## config.mk

```make
export PLATFORM = sky130hd
export DESIGN_NAME = branch_resolve_bht
export DESIGN_NICKNAME = d
export VERILOG_FILES = /design/src/rtl/branch_resolve_bht.sv
export SDC_FILE = /design/constraint.sdc
export NUM_CORES = 1
export LEC_CHECK = 0
export BUFFER_PORTS_ARGS = -buffer_cell sky130_fd_sc_hd__buf_2
export CELL_PAD_IN_SITES_DETAIL_PLACEMENT = 1
export CELL_PAD_IN_SITES_GLOBAL_PLACEMENT = 2
export CORE_ASPECT_RATIO = 0.5
export CORE_MARGIN = 1
export CORE_UTILIZATION = 39
export CTS_CLUSTER_SIZE = 30
export DETAILED_ROUTE_END_ITERATION = 7
export PLACE_DENSITY_LB_ADDON = 0.1
export SETUP_SLACK_MARGIN = 0.2
export SLEW_MARGIN = 20
export SYNTH_ARGS = -nofsm -noshare
export SYNTH_HDL_FRONTEND = slang
export SYNTH_SLANG_ARGS = --single-unit
```

## constraint.sdc

```tcl
create_clock -name clk -period 6.2 [get_ports clk]
set_clock_uncertainty 0.05 [all_clocks]
set_input_delay 1.24 -clock clk [delete_from_list [all_inputs] [get_ports clk]]
set_output_delay 1.24 -clock clk [all_outputs]
set_load 0.01 [all_outputs]
```

## src/rtl/branch_resolve_bht.sv

```systemverilog
// -----------------------------------------------------------------------------
// branch_resolve_bht
//
// ID-stage branch resolution with an integrated branch history table of 2-bit
// saturating counters. IF reads a prediction by PC. ID evaluates the MIPS
// branch condition on forwarded operands, flags a mispredict against the
// prediction carried down the pipe, and trains the table. Resolution counts
// are kept for performance debug.
//
// Ports
//   clk            rising-edge clock
//   rst            synchronous active-high reset
//   stall          ID held; suppresses table and statistics updates
//   if_pc          PC of the instruction in IF
//   if_pred_taken  MSB of the counter indexed by if_pc (combinational)
//   id_valid       ID holds a live instruction
//   id_pc          PC of the instruction in ID
//   id_op, id_rt   opcode and rt (REGIMM subcode) fields
//   id_a, id_b     forwarded rs / rt operands
//   id_pred_taken  prediction made for this instruction in IF
//   id_is_branch   live, recognised conditional branch
//   id_taken       branch condition true (0 when not a branch)
//   id_mispredict  resolved direction differs from the carried prediction
//   branch_cnt     resolved branches since reset (saturating)
//   miss_cnt       mispredicts since reset (saturating)
// -----------------------------------------------------------------------------
module branch_resolve_bht #(
    parameter int DATA_W    = 32,
    parameter int BHT_DEPTH = 64,
    parameter int IDX_LSB   = 2,
    parameter int STAT_W    = 32
) (
    input  logic              clk,
    input  logic              rst,
    input  logic              stall,
    input  logic [31:0]       if_pc,
    output logic              if_pred_taken,
    input  logic              id_valid,
    input  logic [31:0]       id_pc,
    input  logic [5:0]        id_op,
    input  logic [4:0]        id_rt,
    input  logic [DATA_W-1:0] id_a,
    input  logic [DATA_W-1:0] id_b,
    input  logic              id_pred_taken,
    output logic              id_is_branch,
    output logic              id_taken,
    output logic              id_mispredict,
    output logic [STAT_W-1:0] branch_cnt,
    output logic [STAT_W-1:0] miss_cnt
);

    localparam int IDX_W = $clog2(BHT_DEPTH);

    localparam logic [5:0] OP_REGIMM = 6'b000001;
    localparam logic [5:0] OP_BEQ    = 6'b000100;
    localparam logic [5:0] OP_BNE    = 6'b000101;
    localparam logic [5:0] OP_BLEZ   = 6'b000110;
    localparam logic [5:0] OP_BGTZ   = 6'b000111;

    localparam logic [4:0] RT_BLTZ   = 5'b00000;
    localparam logic [4:0] RT_BGEZ   = 5'b00001;
    localparam logic [4:0] RT_BLTZAL = 5'b10000;
    localparam logic [4:0] RT_BGEZAL = 5'b10001;

    localparam logic [STAT_W-1:0] STAT_ONE = STAT_W'(1);

    logic [1:0]       bht [BHT_DEPTH];
    logic [IDX_W-1:0] if_idx;
    logic [IDX_W-1:0] id_idx;
    logic             op_is_br;
    logic             cond;
    logic             a_neg;
    logic             a_zero;
    logic             update;

    // PC bits outside the index field are intentionally ignored (aliasing).
    logic unused_pc_bits;
    assign unused_pc_bits = ^{if_pc, id_pc};

    assign if_idx = if_pc[IDX_LSB +: IDX_W];
    assign id_idx = id_pc[IDX_LSB +: IDX_W];

    // Read is taken from the registered table only, so an update to the same
    // entry in this cycle is not visible until the next one.
    assign if_pred_taken = bht[if_idx][1];

    assign a_neg  = id_a[DATA_W-1];
    assign a_zero = (id_a == '0);

    always_comb begin
        op_is_br = 1'b0;
        cond     = 1'b0;
        case (id_op)
            OP_BEQ: begin
                op_is_br = 1'b1;
                cond     = (id_a == id_b);
            end
            OP_BNE: begin
                op_is_br = 1'b1;
                cond     = (id_a != id_b);
            end
            OP_BLEZ: begin
                op_is_br = 1'b1;
                cond     = a_neg | a_zero;
            end
            OP_BGTZ: begin
                op_is_br = 1'b1;
                cond     = !a_neg && !a_zero;
            end
            OP_REGIMM: begin
                case (id_rt)
                    RT_BLTZ, RT_BLTZAL: begin
                        op_is_br = 1'b1;
                        cond     = a_neg;
                    end
                    RT_BGEZ, RT_BGEZAL: begin
                        op_is_br = 1'b1;
                        cond     = !a_neg;
                    end
                    default: ;
                endcase
            end
            default: ;
        endcase
    end

    assign id_is_branch  = id_valid & op_is_br;
    assign id_taken      = id_is_branch & cond;
    assign id_mispredict = id_is_branch & (id_taken ^ id_pred_taken);

    // A stalled branch stays in ID; it is trained and counted only on the
    // cycle it is released, which gives exactly-once behaviour.
    assign update = id_is_branch & !stall;

    always_ff @(posedge clk) begin
        if (rst) begin
            for (int i = 0; i < BHT_DEPTH; i++) begin
                bht[i] <= 2'b01;
            end
            branch_cnt <= '0;
            miss_cnt   <= '0;
        end else if (update) begin
            if (id_taken) begin
                if (bht[id_idx] != 2'b11) bht[id_idx] <= bht[id_idx] + 2'd1;
            end else begin
                if (bht[id_idx] != 2'b00) bht[id_idx] <= bht[id_idx] - 2'd1;
            end
            if (branch_cnt != '1) branch_cnt <= branch_cnt + STAT_ONE;
            if (id_mispredict && (miss_cnt != '1)) miss_cnt <= miss_cnt + STAT_ONE;
        end
    end

endmodule
```

== Word level (Yosys, flattened, before mapping) ==
Memories as Yosys holds them, arrays and structs flattened.
Index checks and enable logic that the tools add are counted.
Widths: inputs -> output; s select.

* Register bits after elaboration: 64
* Memory bits (writable): 128
* Input port bits: 144
* Word-level logic and storage cells: 62
* Memories: 1

* Multiplexer cells: 20
* $add $sub $neg: 4
* Bitwise logic cells: 7
* Eq/ne operators: 13
* Reduce and logical (&&, ||, !) cells: 15

{| class="wikitable"
|+ Memory list
! name !! words !! width !! rd ports !! clocked after Yosys merged registers in !! wr ports !! line !! source
|-
| bht || 64 || 2 || 2 || 0 || 64 || 67 || <nowiki>logic [1:0] bht [BHT_DEPTH];</nowiki>
|}

{| class="wikitable"
|+ Operators with widths
! kind !! count
|-
| $add 32x1->32 const B || 2
|-
| $ne 32x32->1 const B || 2
|-
| $eq 32x32->1 || 1
|-
| $logic_not 32->1 || 1
|-
| $ne 32x32->1 || 1
|-
| $eq 6x3->1 const B || 4
|-
| $mux 1 || 14
|-
| $eq 5x5->1 const B || 2
|-
| $reduce_or 4->1 || 2
|-
| $eq 6x1->1 const B || 1
|-
| $mux 6 || 1
|-
| $reduce_or 2->1 || 3
|-
| $eq 5x1->1 const B || 1
|-
| $logic_not 5->1 || 1
|-
| $pmux 1 s5 || 1
|-
| $and 1x1->1 || 4
|-
| $mux 2 || 2
|-
| $pmux 1 s2 || 2
|-
| $reduce_and 2->1 || 2
|-
| $logic_not 1->1 || 3
|-
| $add 2x1->2 const B || 1
|-
| $logic_and 1x1->1 || 2
|-
| $ne 2x2->1 const B || 1
|-
| $or 1x1->1 || 2
|-
| other kinds (3) || 3
|}

== Depth between registers and ports, before layout ==
* Word-level depth: 13
* Gate-level depth with buffers: 12
* Depth with buffers taken out: 9

== Least setup slack after synthesis ==
OpenSTA, ideal clock, no wires.

* Path kind: input port to output port
* From: input port if_pc[2]
* To: output port if_pred_taken
* Path buffers: 2
* Setup slack: 1230 ps
* Data arrival time: 3680 ps
* Stages on the path: 5
* Path through: clkbuf_1 buf_1 mux4_2 mux4_2 mux4_2

* Longest elaborated chain between the ends: 1

{| class="wikitable"
|+ Ends and longest elaborated chain
! element !! line !! source
|-
| from (decl) || 36 || <nowiki>input logic [31:0] if_pc,</nowiki>
|-
| $mem_v2 64x2 || -- ||
|-
| to (decl) || 37 || <nowiki>output logic if_pred_taken,</nowiki>
|}

No other way between the ends.

== Final worst setup path ==
* From: input port id_a[23]
* To: output port id_mispredict

* Longest elaborated chain between the ends: 7
* Elaborated cells on any way between the ends: 10

{| class="wikitable"
|+ Ends and longest elaborated chain
! element !! line !! source
|-
| from (decl) || 42 || <nowiki>input logic [DATA_W-1:0] id_a,</nowiki>
|-
| $logic_not 32->1 || 88 || <nowiki>assign a_zero = (id_a == '0);</nowiki>
|-
| $logic_not 1->1 || 108 || <nowiki>cond = !a_neg && !a_zero;</nowiki>
|-
| $logic_and 1x1->1 || 108 ||
|-
| $pmux 1 s5 * || 93 || <nowiki>case (id_op)</nowiki>
|-
| $and 1x1->1 * || 128 || <nowiki>assign id_taken = id_is_branch & cond;</nowiki>
|-
| $xor 1x1->1 * || 129 || <nowiki>assign id_mispredict = id_is_branch & (id_taken ^ id_pred_taken);</nowiki>
|-
| $and 1x1->1 * || 129 ||
|-
| to (decl) || 47 || <nowiki>output logic id_mispredict,</nowiki>
|}

Mark *: on every way between the ends. The rest lies on a longest branch, timed or not.

==> results.tsv <==
stage	metric	value	unit
run_status	status	finished, final reports clean	
floorplan	fp-row-count	43	
critical_path	path_common_cell	buf_2	
route	wl	36.49	mm
clock_network	hold_buffers	0	
power	power.density	218.4	mW/mm^2
route	ant_nets	0	
synthesis	synth_edf_count	128	
sta	setup-violations-final	0	
critical_path	ff2ff_setup_slack	2800	ps
synthesis	ys.flop_type	edfxtp_1	
critical_path	worstPathArrival	3640	ps
critical_path	cp_top_family	simple AND/OR/NAND/NOR gates	
power	power.total	2.823	mW
synthesis	synth_area_per_cell	10.80	sq um
placement	placedCellCount	1529	
placement	gp_congestion	0.8564	
synthesis	synthTopCellsByArea	edfxtp_1 (34%), dfxtp_1 (11%), mux4_2 (6.8%)	
placement	placement.cell_area	0.01234	sq mm
critical_path	crit_buf_inv	2	
route	first_iter_violations	555	
critical_path	r2r_end	miss_cnt[5]$_SDFFE_PP0P_	
critical_path	r2r_cells	10	
sta	grt_setup_unrepaired	no	
sta	fin_crit	4928	ps
global_routing	grt_pass1_wl	56.40	mm
clock_network	clock-root-buffer	clkbuf_16	
critical_path	cp-end-kind	output pin	
sta	hold_ws	453.1	ps
global_routing	grt_overflow_total	0	
global_routing	grt_max_degree	72	
layout	final_area	0.01293	sq mm
sta	finalHoldViolCount	0	
critical_path	cpMaxStageDelayCell	nor4_1	
min_path	hp-start	branch_cnt[15]$_SDFFE_PP0P_	
layout	layout.nets	1312	
clock_network	cts.sinks	192	
floorplan	die_w	241.7	um
route	routedWlPerCell	23.36	um
min_path	hold_end	branch_cnt[15]$_SDFFE_PP0P_	
layout	post_route_cells_drive_above_1_share	0.3053	
sta	slew_headroom	0.3390	
critical_path	crit_type	in2out	
route	drc_errors	0	
clock_network	clkSlewWorstSetupHoldPaths	80	ps
synthesis	async_flop_share	0	
power	vdd_ir_drop_max	0.1416	mV
critical_path	r2r-start	miss_cnt[5]$_SDFFE_PP0P_	
route	viasPerCell	5.891	
synthesis	yosysMostFrequentCell	edfxtp_1	
sta	fmax	0.2029	GHz
synthesis	synthTopCellsByCount	edfxtp_1 (128), nand2_1 (106), nor4_1 (87)	
synthesis	netlist_area	0.01120	sq mm
synthesis	syn_nets	1183	
floorplan	io-pin-count	212	
synthesis	yosysSeqAreaShare	0.4576	
synthesis	ys_types	76	
sta	max_slew.worst_pin.slew	989.5	ps
critical_path	worstSetupStartpointType	input pin	
route	vias	9202	
critical_path	worst-path-stages	10	
placement	dp_hpwl	25.23	mm
synthesis	yosys.area.top_type_share	0.3432	
layout	final_util	0.4620	
synthesis	yosys_warnings	0	
critical_path	crit_required	4910	ps
floorplan	die_y	121.8	um
synthesis	ys_ff_latch	192	
min_path	min_path_cells	2	
sta	min_period_over_period	0.7948	
global_routing	grt_pass1_vias	9612	
critical_path	worstPathCellList	buf_2, nor4_1, nand4_1, o21ai_1, nor3_1, a311oi_2, nand2_2, xnor2_1, nor2_1, buf_2	
placement	place_ws	1151	ps
job	cap_violations	0	
clock_network	post_cts_resized	0	
clock_network	post-cts-setup-buffers	0	
power	p_leak	4.345	nW
critical_path	cp_max_fo	9	
clock_network	tritoncts	yes	
global_routing	grtUsageTotal	0.2543	
route	drtPass1Iterations	5	
synthesis	syn_inst	1037	
sta	worst_slack	1272	ps
critical_path	cpPeakStageDelay	460	ps
global_routing	antenna_found_initial	3	
sta	slew_viol_final	0	
placement	portBuffers	158	
layout	syn_to_final_growth	15.42	%
floorplan	start_util	0.4003	
synthesis	yosys.area.top_type	edfxtp_1	
clock_network	htree_levels	4	
clock_network	clock_latency	460	ps
clock_network	cts_buffers	17	
layout	instances_no_fill	1562	
sta	finalSetupTns	0	ps
floorplan	die_area	0.02944	sq mm
min_path	hold_class	reg2reg	
clock_network	clk_path_buf_depth	2	
floorplan	core	0.02798	sq mm
==> flip-flops by register name, indices dropped and copies added, names as in the netlist <==
register	count
miss_cnt	32
branch_cnt	32
bht	128
==> tightest hold or removal path, delay by kind of cell (launching register included) <==
family / cells / cell delay [ps]
flip-flops: 1 / 330
AO/OA/AOI/OAI: 2 / 130
==> layer usage <==
metal	wire, um	GRT usage	vias to the layer above
li1	-	-	4198
met1	16180	0.3278	4708
met2	17220	0.4244	239
met3	2251	0.06323	55
met4	816	0.07714	2
met5	20	0	-
==> cell usage in the layout, fill, tap and decap left out, types with 15 or more instances in the layout <==
master	instances
a21oi_1	37
buf_2	157
buf_4	34
clkbuf_16	17
dfxtp_1	64
edfxtp_1	128
inv_1	20
mux2i_1	22
mux4_2	34
nand2_1	106
nand3_1	35
nand4_1	22
nor2_1	67
nor4_1	87
o21ai_0	27
o21bai_2	64
or3_1	27
xnor2_1	15
xor2_1	47
==> final cells by class <==
type | count | area [sq um]
Inverter | 22 | 82.58
Tap cell | 382 | 478.0
Fill cell | 3144 | 15050
Clock buffer | 17 | 425.4
Clock inverter | 15 | 147.6
Timing Repair Buffer | 191 | 1041
Antenna cell | 1 | 2.502
Multi-Input combinational cell | 742 | 5624
Sequential cell | 192 | 5125
==> logic make-up after synthesis <==
group,synth area share
xor+xnor,0.04849
buf+inv,0.04201
compound gates,0.1439
flops,0.4576
fa+ha+maj,0.002234
simple gates,0.2008
mux,0.1050
==> worst max-delay path by stage <==
stage / to / from / slack (ps)
after floorplan: if_pred_taken / if_pc[2] / 1230
after global placement: bht[46][0]$_SDFFCE_PN1P_ / id_pc[2] / 1190
after detailed placement: bht[46][0]$_SDFFCE_PN1P_ / id_pc[2] / 1150
after CTS: id_mispredict / id_a[23] / 1310
after global routing: id_mispredict / id_a[23] / 960
final: id_mispredict / id_a[23] / 1270
==> power breakdown <==
part	internal, mW	total [mW]	switching, mW
registers	1.38	1.39	0.0102
logic	0.120	0.321	0.202
clock network	0.567	1.12	0.549
total	2.06	2.82	0.761
Power figures use the tool's default switching activity.
